===== src/rtl/fetch_queue.sv =====
// fetch_queue: in-order (pc, instruction) buffer between fetch and decode.
// It has valid/ready handshakes on both ports and a one-cycle flush for branch redirects.
module fetch_queue #(
    parameter int DEPTH = 4,
    parameter int XLEN  = 32
) (
    input  logic                     clk,
    input  logic                     reset_n,
    input  logic                     enq_valid_i,
    output logic                     enq_ready_o,
    input  logic [XLEN-1:0]          enq_pc_i,
    input  logic [XLEN-1:0]          enq_instr_i,
    output logic                     deq_valid_o,
    input  logic                     deq_ready_i,
    output logic [XLEN-1:0]          deq_pc_o,
    output logic [XLEN-1:0]          deq_instr_o,
    input  logic                     flush_i,
    output logic [$clog2(DEPTH):0]   count_o,
    output logic                     overflow_o
);
    localparam int AW = $clog2(DEPTH);
    localparam int CW = AW + 1;

    logic [AW-1:0]   r_wr_ptr;
    logic [AW-1:0]   r_rd_ptr;
    logic [CW-1:0]   r_count;
    logic [XLEN-1:0] r_pc_mem    [DEPTH];
    logic [XLEN-1:0] r_instr_mem [DEPTH];
    logic            r_overflow;
    logic            w_enq_fire;
    logic            w_deq_fire;

    // Ready and valid come only from the registered count, so no comb path crosses the queue.
    assign enq_ready_o = r_count != CW'(DEPTH);
    assign deq_valid_o = r_count != '0;
    assign w_enq_fire  = enq_valid_i & enq_ready_o & ~flush_i;
    assign w_deq_fire  = deq_valid_o & deq_ready_i & ~flush_i;
    assign deq_pc_o    = r_pc_mem[r_rd_ptr];
    assign deq_instr_o = r_instr_mem[r_rd_ptr];
    assign count_o     = r_count;
    assign overflow_o  = r_overflow;

    always_ff @(posedge clk or negedge reset_n) begin
        if (!reset_n) begin
            r_wr_ptr <= '0;
            r_rd_ptr <= '0;
            r_count  <= '0;
            for (int i = 0; i < DEPTH; i++) begin
                r_pc_mem[i]    <= '0;
                r_instr_mem[i] <= '0;
            end
        end else if (flush_i) begin
            r_wr_ptr <= '0;
            r_rd_ptr <= '0;
            r_count  <= '0;
        end else begin
            if (w_enq_fire) begin
                r_pc_mem[r_wr_ptr]    <= enq_pc_i;
                r_instr_mem[r_wr_ptr] <= enq_instr_i;
                r_wr_ptr              <= r_wr_ptr + AW'(1);
            end
            if (w_deq_fire)
                r_rd_ptr <= r_rd_ptr + AW'(1);
            r_count <= r_count + CW'(w_enq_fire) - CW'(w_deq_fire);
        end
    end

    // Sticky until reset; a flush does not clear it.
    always_ff @(posedge clk or negedge reset_n) begin
        if (!reset_n)
            r_overflow <= 1'b0;
        else if (enq_valid_i & ~enq_ready_o & ~flush_i)
            r_overflow <= 1'b1;
    end
endmodule


===== config.mk =====
export PLATFORM = sky130hd
export DESIGN_NAME = fetch_queue
export DESIGN_NICKNAME = d
export VERILOG_FILES = /design/src/rtl/fetch_queue.sv
export SDC_FILE = /design/constraint.sdc
export NUM_CORES = 1
export LEC_CHECK = 0
export CORE_MARGIN = 3
export CORE_UTILIZATION = 40
export CTS_BUF_LIST = sky130_fd_sc_hd__clkbuf_2 sky130_fd_sc_hd__clkbuf_4 sky130_fd_sc_hd__clkbuf_8
export DETAILED_ROUTE_END_ITERATION = 8
export GPL_TIMING_DRIVEN = 0
export PLACE_DENSITY = 0.63
export SYNTH_ARGS = -nofsm -noshare
export SYNTH_HDL_FRONTEND = slang
export SYNTH_SLANG_ARGS = --single-unit

===== constraint.sdc =====
create_clock -name clk -period 3.5 [get_ports clk]
set_input_delay 0.525 -clock clk [delete_from_list [all_inputs] [get_ports clk]]
set_output_delay 0.525 -clock clk [all_outputs]
set_load 0.01 [all_outputs]

==> flow_summary_export.csv <==
group,metric,value,unit
global_route,grt_usage,0.159,
logic_synthesis,yosysTopAreaCell,"dfrtp_1",
clock_network,path_clk_slew,0.06,ns
logic_synthesis,synth.most_common_cell,"dfrtp_1",
layout,regArea,6610,sq um
setup_path,setup.worst_path.end_class,"primary output",
pwr,powerDensity,881,nW/um^2
logic_synthesis,ys_top_cells_by_area,"dfrtp_1, mux2_4, mux4_2",
setup_path,crit_type,"reg -> out",
setup_path,r2r_end,"count_o[2]",
layout,num_antenna_cells,0,
route,dr_wl_met3,1.50,mm
route,via_count,6502,
sta,fin_crit_sh,0.955,
route,wl,26.5,mm
sta,skew,0.0162,ns
logic_synthesis,synth_edf_count,0,
setup_path,crit_arrival,2.82,ns
route,drc_errors,0,
setup_path,r2r_start,"count_o[1]",
logic_synthesis,syn_area,12800,sq um
logic_synthesis,ys_seq_elements,264,
run,timing.max_cap.violations,0,
route,firstDrtPassIters,4,
layout,nNetsFinal,933,
layout,multi_input_area,5530,sq um
logic_synthesis,yosysTopAreaCellShare,0.517,
sta,worstMarginPinSlew,0.921,ns
layout,drive_above_1_share,0.510,
floorplan,ios,139,
floorplan,dieArea,34100,sq um
logic_synthesis,synth_cell_type_count,27,
setup_path,startpoint,"r_rd_ptr[0]",
clock_network,insertion_delay,0.56,ns
sta,hold_slack,0.487,ns
sta,slew_violations,0,
clock_network,cts.path.max_buffers,3,
global_route,grt_pass1_wl,42.6,mm
global_route,grt_max_degree,108,
pwr,irDropWorstVdd,0.000365,V
route,avgRoutedWirePerCell,20.6,um
setup_path,rr_worst_depth,11,
route,routed_via_density,5.04,
place,portBuffers,138,
route,drtIter0Drc,300,
logic_synthesis,avgSynthCellArea,19.1,sq um
global_route,grt_overflow_total,0,
pwr,p_leak,6.89,nW
route,met1Wirelength,12.8,mm
clock_network,cts_inserted_buffers,46,
clock_network,cts_setup_buffers,0,
sta,period_needed,3.34,ns
sta,max_freq,299,MHz
logic_synthesis,async_flop_share,1.00,
route,wl_met2,11.7,mm
clock_network,h-tree-depth,2,
setup_path,regToRegSetupSlack,1.03,ns
min_path,hold_start,"overflow_o",
setup_path,required,2.97,ns
sta,tns,0,ns
logic_synthesis,yosysWarnings,0,
route,top_layer,"met4",
floorplan,rows,64,
layout,area_growth,23.2,%
layout,fillCellCount,2578,
logic_synthesis,synthesis.instances,668,
clock_network,cts_tree,"done",
place,hpwl,16.6,mm
route,final_antenna_net_count,0,
floorplan,initial_core_util,0.411,
logic_synthesis,synth_flop_cell,"dfrtp_1",
outcome,status,"finished clean",
sta,setup-violations-final,0,
global_route,grt_pass1_vias,7241,
setup_path,worst-path-max-fanout,10,
place,gp_congestion,0.710,
clock_network,cts_sinks,264,
logic_synthesis,synth_commonest_cells,"dfrtp_1, mux2_4, mux4_2, buf_12, mux2_2",
sta,hold_viol_final,0,
min_path,holdPathEnd,"overflow_o",
floorplan,coreArea,31100,sq um
logic_synthesis,seq_area_frac_synth,0.517,
min_path,hold_depth,1,
clock_network,root_buffer,"clkbuf_8",
global_route,antenna_found_initial,0,
min_path,hp-class,"reg -> reg",
sta,rsz0062_at_grt,"yes",
floorplan,die_x,185,um
setup_path,startpoint_type,"flip-flop",
logic_synthesis,synth_nets,744,
sta,relSlewSlack,0.386,
floorplan,die_y,185,um
how the worst max path moves through the flow:
stage                            to  slack, ns  cells past startpoint
finish               deq_instr_o[4]       0.16                      4
global route         deq_instr_o[9]      -0.05                      4
CTS                  deq_instr_o[4]       0.01                      4
detailed placement   deq_instr_o[0]       0.37                      4
global placement    r_instr_mem[50]      -9.87                      1
floorplan                count_o[2]       1.14                     11
power breakdown:
part / total (mW) / switching, mW / leakage (nW) / internal (mW)
Combinational: 5.64 / 1.77 / 3.03 / 3.87
Sequential: 5.21 / 0.762 / 3.31 / 4.45
Clock: 3.03 / 1.26 / 0.545 / 1.77
cells by family (layout without fill, tap and decap cells):
kind of cell | after synthesis | in the layout | share of synthesized area
DFF | 264 | 264 | 0.517
xor gates and xnor gates | 3 | 3 | 0.00206
and+or+nand+nor | 21 | 21 | 0.0108
buffers and inverters | 48 | 273 | 0.0508
adders and majority gates | 7 | 7 | 0.00744
AOI/OAI and AO/OA | 4 | 4 | 0.00254
muxes | 321 | 321 | 0.410
cells in the final DEF (no fill, tap or decap), types with 2 or more instances in the layout:
cell               n
dfrtp_1          264
mux2_4           240
clkdlybuf4s50_1  137
mux4_2            64
clkbuf_8          62
buf_12            28
clkbuf_4          19
mux2_2            17
nor2_1             8
buf_2              7
ha_1               6
inv_1              4
and3_4             4
clkbuf_1           3
xor2_1             3
clkinv_2           3
clkbuf_2           2
buf_1              2
o31ai_1            2
buf_16             2
worst max-delay path, stage by stage, from the launching register on:
cell	delay [ns]
dfrtp_1	0.37
buf_2	0.34
buf_2	0.44
mux4_2	0.59
clkdlybuf4s50_1	0.50
metrics by stage:
step           power, mW  std cells  setup slack (ns)  area (sq um)   util
2_1_floorplan       8.81        668              1.14         12800      -
3_3_place_gp        10.9       1202             -9.87         14700  0.472
3_5_place_dp        10.9       1204             0.367         14700  0.474
4_1_cts             14.1       1289            0.0142         15800  0.507
5_1_grt             14.7       1289           -0.0481         15800  0.507
6_report            13.9       1289             0.157         15800  0.507
registers in the layout, summed over array words and instances, names as in the netlist:
signal / count
overflow_o: 1
count_o: 3
r_instr_mem: 128
r_pc_mem: 128
r_rd_ptr: 2
r_wr_ptr: 2
repair_timing:
item / in CTS / in global routing
endpoints found under the hold margin: 33 / 0
hold buffers: 1 / 0
resized for setup: 6 / 0
gates cloned: 0 / 0
endpoints found under the setup margin: 50 / 19
routing by layer:
layer,track usage,up-vias
met5,0,-
met4,0.0477,0
met3,0.0450,50
met2,0.226,142
met1,0.238,3446
li1,-,2864
cell type report:
class | count | area share
Multi-Input combinational cell | 356 | 0.351
Sequential cell | 264 | 0.419
Buffer | 44 | 0.0408
Clock buffer | 81 | 0.0632
Timing Repair Buffer | 141 | 0.0922
Tap cell | 396 | 0.0315
Inverter | 4 | 0.000953
Clock inverter | 3 | 0.000953
Power figures use the tool's default switching activity.
